<file path="config.mk">
export PLATFORM = sky130hd
export DESIGN_NAME = mem_arbiter
export DESIGN_NICKNAME = d
export VERILOG_FILES = /design/src/rtl/mem_arbiter.sv
export SDC_FILE = /design/constraint.sdc
export NUM_CORES = 1
export LEC_CHECK = 0
export ABC_AREA = 1
export CAP_MARGIN = 0
export CELL_PAD_IN_SITES_DETAIL_PLACEMENT = 1
export CELL_PAD_IN_SITES_GLOBAL_PLACEMENT = 1
export CORE_MARGIN = 2
export CORE_UTILIZATION = 23
export DETAILED_ROUTE_END_ITERATION = 7
export PLACE_DENSITY_LB_ADDON = 0.1
export SYNTH_ARGS = -nofsm -noshare
export SYNTH_HDL_FRONTEND = slang
export SYNTH_SLANG_ARGS = --single-unit
</file>
<file path="constraint.sdc">
create_clock -name clk -period 1.35 [get_ports clk]
set_input_delay 0.2025 -clock clk [delete_from_list [all_inputs] [get_ports clk]]
set_output_delay 0.2025 -clock clk [all_outputs]
set_load 0.01 [all_outputs]
</file>
<file path="src/rtl/mem_arbiter.sv">
// Arbitrates the single-ported main memory between the I-cache and D-cache
// fill FSMs, locking the grant for a whole block fill or one write-through store.
module mem_arbiter #(
  parameter int ADDR_W = 16,
  parameter int DATA_W = 16,
  parameter int BEATS  = 8
) (
  input  logic              clk,
  input  logic              rst,
  input  logic              i_req,
  input  logic [ADDR_W-1:0] i_addr,
  output logic              i_grant,
  output logic              i_data_valid,
  input  logic              d_req,
  input  logic              d_we,
  input  logic [ADDR_W-1:0] d_addr,
  input  logic [DATA_W-1:0] d_wdata,
  output logic              d_grant,
  output logic              d_data_valid,
  output logic              mem_en,
  output logic              mem_wr,
  output logic [ADDR_W-1:0] mem_addr,
  output logic [DATA_W-1:0] mem_wdata,
  input  logic              mem_data_valid,
  input  logic [DATA_W-1:0] mem_data_in,
  output logic [DATA_W-1:0] rdata
);

  localparam int CW = $clog2(BEATS) + 1;
  localparam logic [CW-1:0] LAST = CW'(BEATS - 1);

  typedef enum logic [1:0] {
    IDLE,
    FILL_I,
    FILL_D,
    WRITE_D
  } state_e;

  state_e            state_q, state_d;
  logic [CW-1:0]     cnt_q, cnt_d;
  logic              last_i_q, last_i_d;
  logic              i_grant_q, d_grant_q, wr_q;
  logic [ADDR_W-1:0] addr_q;
  logic [DATA_W-1:0] wdata_q;
  logic              pick_i;

  // On a tie, serve whichever side was not served last.
  assign pick_i = i_req & (~d_req | ~last_i_q);

  always_comb begin
    state_d  = state_q;
    cnt_d    = cnt_q;
    last_i_d = last_i_q;
    unique case (state_q)
      IDLE: begin
        if (pick_i) begin
          state_d = FILL_I;
        end else if (d_req) begin
          state_d = d_we ? WRITE_D : FILL_D;
        end
      end
      FILL_I, FILL_D: begin
        if (mem_data_valid) begin
          if (cnt_q == LAST) begin
            state_d  = IDLE;
            cnt_d    = '0;
            last_i_d = (state_q == FILL_I);
          end else begin
            cnt_d = cnt_q + 1'b1;
          end
        end
      end
      WRITE_D: begin
        state_d  = IDLE;
        last_i_d = 1'b0;
      end
      default: state_d = IDLE;
    endcase
  end

  always_comb begin
    mem_en    = 1'b0;
    mem_addr  = addr_q;
    mem_wdata = wdata_q;
    unique case (state_q)
      FILL_I: begin
        mem_en   = i_req;
        mem_addr = i_addr;
      end
      FILL_D: begin
        mem_en   = d_req;
        mem_addr = d_addr;
      end
      WRITE_D: begin
        mem_en    = 1'b1;
        mem_addr  = d_addr;
        mem_wdata = d_wdata;
      end
      default: mem_en = 1'b0;
    endcase
  end

  always_ff @(posedge clk) begin
    if (rst) begin
      state_q   <= IDLE;
      cnt_q     <= '0;
      last_i_q  <= 1'b0;
      i_grant_q <= 1'b0;
      d_grant_q <= 1'b0;
      wr_q      <= 1'b0;
      addr_q    <= '0;
      wdata_q   <= '0;
    end else begin
      state_q   <= state_d;
      cnt_q     <= cnt_d;
      last_i_q  <= last_i_d;
      i_grant_q <= (state_d == FILL_I);
      d_grant_q <= (state_d == FILL_D) || (state_d == WRITE_D);
      wr_q      <= (state_d == WRITE_D);
      addr_q    <= mem_addr;
      wdata_q   <= mem_wdata;
    end
  end

  assign i_grant      = i_grant_q;
  assign d_grant      = d_grant_q;
  assign mem_wr       = wr_q;
  assign i_data_valid = (state_q == FILL_I) & mem_data_valid;
  assign d_data_valid = (state_q == FILL_D) & mem_data_valid;
  assign rdata        = mem_data_in;

endmodule

</file>
# After elaboration in Yosys (flattened, before gate mapping)
# Cells that the tools add are included.
[op_classes] add_sub_neg=1 eq_ne=9 n_mux=13 n_bitwise=6 n_reduce_logical=7
[ops] operator="16-bit one-hot mux with 2 select lines" n=1
[ops] operator="16-bit 2-to-1 mux" n=1
[ops] operator="2-bit == test (second input constant)" n=4
[ops] operator="2-bit 2-to-1 mux" n=4
[ops] operator="2-bit one-hot mux with 3 select lines" n=1
[ops] operator="4-bit by 1-bit adder with 4-bit output (second input constant)" n=1
[ops] operator="2-bit by 1-bit == test with 1-bit output (second input constant)" n=2
[ops] operator="4-bit by 3-bit == test with 1-bit output (second input constant)" n=1
[ops] operator="4-bit 2-to-1 mux" n=1
[ops] operator="2-bit inequality test (second input constant)" n=2
[ops] operator="2-bit OR reduction" n=2
[ops] operator="1-bit AND" n=3
[ops] operator="1-bit 2-to-1 mux" n=3
[ops] operator="1-bit one-hot mux with 3 select lines" n=1
[ops] operator="3-bit AND reduction" n=1
[ops] operator="2-bit zero test" n=1
[ops] operator="1-bit NOT" n=2
[ops] operator="1-bit one-hot mux with 2 select lines" n=1
[ops] operator="2-bit AND reduction" n=1
[ops] operator="2-bit nonzero test" n=1
[ops] operator="1-bit logical OR" n=1
[ops] operator="1-bit OR" n=1
[totals] reg_bits=42 out_inout_bits=54 elab_cells=44

# Depth between registers and ports, before layout
# Gate-level depths: netlist of run 1.
[depth] depth_word=7 mapped_depth=9 depth_no_buf=9

# Worst setup path before layout of run 1
# Ideal clock, no wire load.
[synth_path] path_type="register to output" startpoint="reg state_q[1]" endpoint="out mem_addr[4]" arrival_time_ps=1372 path_slack_ps=-225 stages_incl_launch_ff=9 n_path_buf=2 path_cell_list="dfxtp_1 > inv_1 > ha_1 > buf_4 > buf_2 > nand2_1 > nand2_1 > o22ai_1 > inv_1"
[synth_between] elab_chain_len=3 word_cells_on_any_way=5 classes_between="eq/ne (3); mux (1); reduce/logical (1)"
[synth_rtl] item="start, declared" line_no="39" text="state_e state_q, state_d;"
[synth_rtl] item="start signal, assigned" line_no="114" text="state_q <= state_d;"
[synth_rtl] item="2-bit == test" line_no="85" text="unique case (state_q)"
[synth_rtl] item="2-bit OR reduction (no line)"
[synth_rtl] item="16-bit one-hot mux with 2 select lines (*)" line_no="85"
[synth_rtl] item="end, declared" line_no="22" text="output logic [ADDR_W-1:0] mem_addr,"
# Mark *: on every way between the ends. The rest lies on a longest branch, timed or not.

# Worst setup path in the final report of run 1
[layout_path] startpoint="reg state_q[1]" endpoint="out mem_addr[1]"
# The elaborated chain is that of the path after synthesis.

==> summary.md, run 1 <==
| Metric | Value |
|---|---|
| Simple-gate area share of the yosys netlist | 0.286 |
| First-pass GRT wire length | 13200 um |
| Worst hold path type | input pin to primary output |
| Worst VDD drop | 0.000524 V |
| Slew headroom | 0.852 |
| Syn Nets | 394 |
| Num rows | 35 |
| Most common cell after layout, fill and taps aside | buf_4 |
| Detail Placement HPWL | 5220 um |
| Critical path required time | 1150 ps |
| Total track usage | 0.163 |
| Ant. Diodes | 0 |
| Setup crit end kind | primary output |
| CP Launch Point | state_q[1]$_SDFF_PP0_ |
| Status | complete, but fails checks |
| Critical Path AT | 1750 ps |
| #FFs+latches synth | 41 |
| Placed Cells | 546 |
| GP Congestion | 0.729 |
| XOR/XNOR share of the synthesized area | 0 |
| Final Cycle Share | 1.45 |
| Max-slew violations | 0 |
| Remaining antenna violation count after routing | 0 |
| Post-Synth Adder-Cell Area | 0.0346 |
| Seq. cell area | 828 um^2 |
| Finished Layout Cells | 610 |
| Count of cell types in the netlist | 23 |
| Setup TNS | -23910 ps |
| Mapped Cells | 318 |
| CTS max path bufs | 2 |
| DR pass1 iterations | 3 |
| Worst setup margin | -602 ps |
| Hold path endpoint | rdata[10] |
| Post-synthesis sequential area ratio | 0.379 |
| Static leakage | 2.32 nW |
| Worst slew pin tran | 221 ps |
| Via density | 4.31 |
| Critical R2R Launch | state_q[1]$_SDFF_PP0_ |
| WS Path Type | flop to primary output |
| # Max-Cap Violations | 0 |
| Vias in the first global route | 2781 |
| FF-to-FF setup slack | -520 ps |
| Initial antenna violation count | 0 |
| Fin nets | 574 |
| Pwr dens | 938 nW/um^2 |
| Startpoint types | flop |
| Tmin final | 1950 ps |
| Largest net degree at the start of global routing | 26 |
| Routed wire length per instance | 14.0 um |
| Iteration-0 DRC count of the detailed router | 12 |
| Port bufs | 91 |
| CTS tree | yes |
| Clock latency on the worst-skew pair | 300 ps |
| Unrepaired setup endpoints after global routing | true |
| Compound-Gate Fraction of Synth Area | 0.126 |
| DR DRC count | 0 |
| Most frequent cells in the layout | 66 x buf_4, 53 x clkdlybuf4s50_1, 51 x buf_6 |
| Failing checks | setup timing |
| R2R depth | 14 |
| IO Count | 124 |
| Combinational family with the most area after synthesis | simple AND/OR/NAND/NOR gates |
| Clk_skew | 3.27 ps |
| Multi-input gate area | 1520 um^2 |
| Total gr overflow | 0 |
| Reg2reg end | addr_q[7]$_SDFF_PP0_ |
| Endpoints failing setup | 71 |
| Core Footprint | 9200 um^2 |
| Max Fclk | 512 MHz |
| Placed Area | 3560 um^2 |
| WHS Path Cells | 0 |
| Clk slew on worst S/H paths | 90 ps |
| Starting Density | 0.236 |
| Mapped cell area | 2170 um^2 |
| Total wire length | 8550 um |
| Layout cell share with drive strength beyond 1 | 0.587 |
| H-tree levels | 2 |
| Post-synthesis mux area share | 0 |
| Syn. warnings | 0 |
| Clock sinks | 41 |
| Fillers | 1089 |
| Post-route cell area | 4790 um^2 |
| Layout area overhead | 121% |
| Die ar. | 10200 um^2 |
| Syn avg cell area | 6.81 um^2 |
| Hold_sp | mem_data_in[10] |
| CTS Root Buffer Type | clkbuf_8 |
| Chip Height | 101 um |
| Total Power | 4.49 mW |
| Hold Vio Cnt, Final | 0 |
| DIE WIDTH | 101 um |
| Via Count | 2632 |
| Cts bufs inserted | 5 |
| CP Max Fanout | 4 |
[flip-flops by register name, summed over array words and instances (netlist names)]
name	cells
addr_q	16
cnt_q	4
i_grant	1
last_i_q	1
mem_wr	1
state_q	2
wdata_q	16
[area by class of cell]
type	count	area share
inverters	48	0.0433
repair buffers	201	0.412
multi-input cells	201	0.316
well taps	111	0.0290
flip-flops and latches	41	0.173
clock buffers	6	0.0196
clock inverters	2	0.00731
[how the worst max path moves through the flow]
stage / to / slack [ps] / depth (start not counted)
finish: mem_addr[1] / -600 / 9
global route: mem_addr[1] / -670 / 9
CTS: mem_addr[7] / -560 / 9
detailed placement: mem_addr[15] / -530 / 8
global placement: mem_addr[7] / -510 / 8
floorplan: mem_addr[11] / 8 / 7
[critical path, stage by stage, from the launching register on]
cell and delay [ps]:
dfxtp_4 360, buf_6 110, ha_4 190, buf_12 130, nor2_4 130, buf_6 150
nor2_4 40, o22ai_4 140, inv_1 60, buf_2 140
[kinds of logic (layout without fill, tap and decap cells)]
kind of cell	after synthesis	in the layout
fa+ha+maj	6	6
buf+inv	77	257
simple gates	156	157
compound gates	38	38
flops	41	41
[power by group]
part | switching [mW] | internal, mW
clock | 0.464 | 0.661
combinational | 0.814 | 1.20
sequential | 0.0584 | 1.29
[per-layer routing]
metal / routed length (um) / global-route usage / vias up
met5: 0 / 0 / -
met4: 59 / 0.0395 / 0
li1: - / - / 1309
met1: 3520 / 0.187 / 1276
met3: 284 / 0.0270 / 5
met2: 4690 / 0.312 / 42
[cell usage after synthesis]
cell	number	share of area
nor2_1	42	0.073
a21oi_1	18	0.042
nor3_1	2	0.0046
clkbuf_1	3	0.0052
or2_4	1	0.0040
o22ai_1	7	0.020
dfxtp_1	41	0.38
nor2_8	1	0.0092
nand2_1	105	0.18
buf_6	2	0.010
o22ai_2	9	0.052
inv_1	46	0.080
a21oi_2	1	0.0040
ha_1	6	0.035
nand2_2	2	0.0058
o21ai_0	2	0.0046
buf_4	17	0.059
buf_2	7	0.016
nand3_1	2	0.0046
inv_2	1	0.0017
o211ai_1	1	0.0035
and3_1	1	0.0029
inv_4	1	0.0029
[metrics by stage]
| step | hold WS (ps) | utilization | setup WS [ps] |
|---|---|---|---|
| floorplan | 372 | - | 8.25 |
| global placement | 405 | 0.387 | -506 |
| detailed placement | 405 | 0.387 | -527 |
| CTS | 405 | 0.467 | -562 |
| global route | 405 | 0.521 | -669 |
| finish | 405 | 0.521 | -602 |
[timing repair]
action                     CTS  global route
gates resized for setup    222           134
pin swaps                   19            28
hold buffers                 0             0
setup endpoints to repair   61            75
cloned                       4             1
setup buffers               43            13
Power figures use the tool's default switching activity.
==> run 2, diff against run 1 <==
--- a/config.mk
+++ b/config.mk
@@ -10,9 +10,10 @@
 export CELL_PAD_IN_SITES_DETAIL_PLACEMENT = 1
 export CELL_PAD_IN_SITES_GLOBAL_PLACEMENT = 1
 export CORE_MARGIN = 2
-export CORE_UTILIZATION = 23
+export CORE_UTILIZATION = 25
 export DETAILED_ROUTE_END_ITERATION = 7
 export PLACE_DENSITY_LB_ADDON = 0.1
+export SETUP_SLACK_MARGIN = 0.1
 export SYNTH_ARGS = -nofsm -noshare
 export SYNTH_HDL_FRONTEND = slang
 export SYNTH_SLANG_ARGS = --single-unit
==> constraint.sdc (replaced) <==
create_clock -name clk -period 1.96 [get_ports clk]
set_input_delay 0.294 -clock clk [delete_from_list [all_inputs] [get_ports clk]]
set_output_delay 0.294 -clock clk [all_outputs]
set_load 0.01 [all_outputs]
==> summary.md, run 2 (same netlist as run 1, synthesis figures left out) <==
| Metric | Value |
|---|---|
| GP Congestion | 0.709 (-2.7%) |
| FF-to-FF setup slack | 200 ps (+720 ps) |
| Hold-fix buffers at CTS | 0 (unchanged) |
| Hold Vio Cnt, Final | 0 (unchanged) |
| Unrepaired setup endpoints after global routing | true |
| Max-slew violations | 0 (unchanged) |
| Reg2reg end | addr_q[10]$_SDFF_PP0_ |
| Finished Layout Cells | 557 (-8.7%) |
| Vias in the first global route | 2437 (-12%) |
| Layout cell share with drive strength beyond 1 | 0.392 (-0.196) |
| Fillers | 999 (-8.3%) |
| Worst Setup EP | mem_addr[9] |
| Layout Utilization | 0.496 (-0.0254) |
| Routed wire length per instance | 13.5 um (-3.8%) |
| Max Fclk | 502 MHz |
| Clock latency on the worst-skew pair | 290 ps (about the same) |
| Cts bufs inserted | 5 (unchanged) |
| Worst VDD drop | 0.000378 V (-28%) |
| Placed Area | 3270 um^2 (-8.3%) |
| Dpl ws | -156 ps (+371 ps) |
| Chip Height | 97.1 um (-3.9%) |
| Ant. Diodes | 0 (unchanged) |
| CP Max Fanout | 7 (+3) |
| Via density | 4.34 (+0.61%) |
| Critical path required time | 1670 ps (+520 ps) |
| IO Count | 124 (unchanged) |
| H-tree levels | 2 (unchanged) |
| Setup crit end kind | primary output |
| Startpoint types | flop |
| CTS tree | yes |
| Pwr dens | 648 nW/um^2 (-31%) |
| Post-route cell area | 4110 um^2 (-14%) |
| Static leakage | 2.03 nW (-12%) |
| First-pass GRT wire length | 11800 um (-10%) |
| Initial antenna violation count | 0 (unchanged) |
| Num rows | 33 (-5.7%) |
| Total track usage | 0.154 (-0.00896) |
| Placed Cells | 512 (-6.2%) |
| Fin nets | 527 (-8.2%) |
| Total wire length | 7510 um (-12%) |
| Multi-input gate area | 1280 um^2 (-15%) |
| Iteration-0 DRC count of the detailed router | 57 (+45) |
| R2R depth | 12 (-2) |
| Worst slew pin tran | 239 ps (+18.4 ps) |
| Layout area overhead | 89.8% |
| Biggest regs | addr_q (16), wdata_q (16), cnt_q (4) |
| Seq. cell area | 828 um^2 (unchanged) |
| Clk slew on worst S/H paths | 80 ps (about the same) |
| WS Path Type | flop to primary output |
| DIE WIDTH | 97.1 um (-3.9%) |
| Endpoints failing setup | 9 (-87%) |
| Remaining antenna violation count after routing | 0 (unchanged) |
| Clock sinks | 41 (unchanged) |
| CTS Root Buffer Type | clkbuf_8 |
| Port bufs | 91 (unchanged) |
| Total gr overflow | 0 (unchanged) |
| DR DRC count | 0 (unchanged) |
| Via Count | 2418 (-8.1%) |
| Die ar. | 9430 um^2 (-7.7%) |
| Failing checks | setup timing |
| # Max-Cap Violations | 0 (unchanged) |
| Clk_skew | 3.26 ps (-0.0107 ps) |
| Final hold slack | 472 ps (+67.0 ps) |
| CTS max path bufs | 2 (unchanged) |
| Most common cell after layout, fill and taps aside | nand2_1 |
| DR pass1 iterations | 3 (unchanged) |
| Critical Path AT | 1700 ps (-50 ps) |
| Starting Density | 0.261 (+0.0255) |
| Most frequent cells in the layout | 70 x nand2_1, 56 x clkdlybuf4s50_1, 44 x inv_1 |
| Worst hold path type | flop to flop |
| Critical R2R Launch | state_q[0]$_SDFF_PP0_ |
| Setup TNS | -127 ps (+23780 ps) |
| Detail Placement HPWL | 4620 um (-12%) |
| CP Launch Point | state_q[0]$_SDFF_PP0_ |
| Worst setup margin | -30.7 ps (+571 ps) |
| Tmin final | 1990 ps |
| Largest net degree at the start of global routing | 22 (-15%) |
| Final Cycle Share | 1.02 |
| Total Power | 2.67 mW (-41%) |
| Slew headroom | 0.841 (-0.0117) |
| Status | complete, but fails checks |
| Core Footprint | 8300 um^2 (-9.8%) |
==> run 2: area by class of cell <==
type                       instances  area share
clock buffer                       7      0.0210
clock inverter                     1     0.00730
inverter                          48      0.0493
sequential                        41       0.201
multi-input combinational        200       0.312
tap                              105      0.0319
timing repair buffer             152       0.366
timing repair inverter             3      0.0106
==> run 2: worst max-delay path: stages, from the launching register on <==
cell and delay (ps):
dfxtp_4 380, buf_6 120, ha_4 180, nor2_8 130, buf_12 130, buf_6 100
nor2_1 40, o22ai_2 110, inv_1 70, buf_2 140
==> run 2: worst min path at each step <==
stage,startpoint,to,depth (start not counted)
2_1_floorplan,cnt_q[2]$_SDFFE_PP0P_,cnt_q[2]$_SDFFE_PP0P_,2
4_1_cts,wdata_q[5]$_SDFF_PP0_,wdata_q[5]$_SDFF_PP0_,2
3_5_place_dp,cnt_q[2]$_SDFFE_PP0P_,cnt_q[2]$_SDFFE_PP0P_,2
3_3_place_gp,cnt_q[2]$_SDFFE_PP0P_,cnt_q[2]$_SDFFE_PP0P_,2
5_1_grt,wdata_q[10]$_SDFF_PP0_,wdata_q[10]$_SDFF_PP0_,2
6_report,cnt_q[2]$_SDFFE_PP0P_,cnt_q[2]$_SDFFE_PP0P_,2
==> run 2: per-layer routing <==
layer / up-vias / GRT usage / part of all wire
met5: - / 0 / 0
met4: 0 / 0.0390 / 0.0091
met3: 6 / 0.0388 / 0.058
met2: 61 / 0.269 / 0.51
met1: 1133 / 0.190 / 0.43
li1: 1218 / - / -
==> run 2: report_power, final <==
group          total, mW  leakage, nW  internal [mW]  switching, mW
Clock              0.721       0.0585          0.416          0.306
Combinational       1.02         1.64          0.586          0.432
Sequential         0.928        0.336          0.892         0.0364
Total               2.67         2.03           1.89          0.774
==> run 2: what timing repair did <==
| action | CTS | global route |
|---|---|---|
| buffers inserted | 19 | 12 |
| resized for setup | 182 | 82 |
| pin swaps | 14 | 19 |
| setup endpoints to repair | 35 | 34 |
| cloned | 6 | 0 |
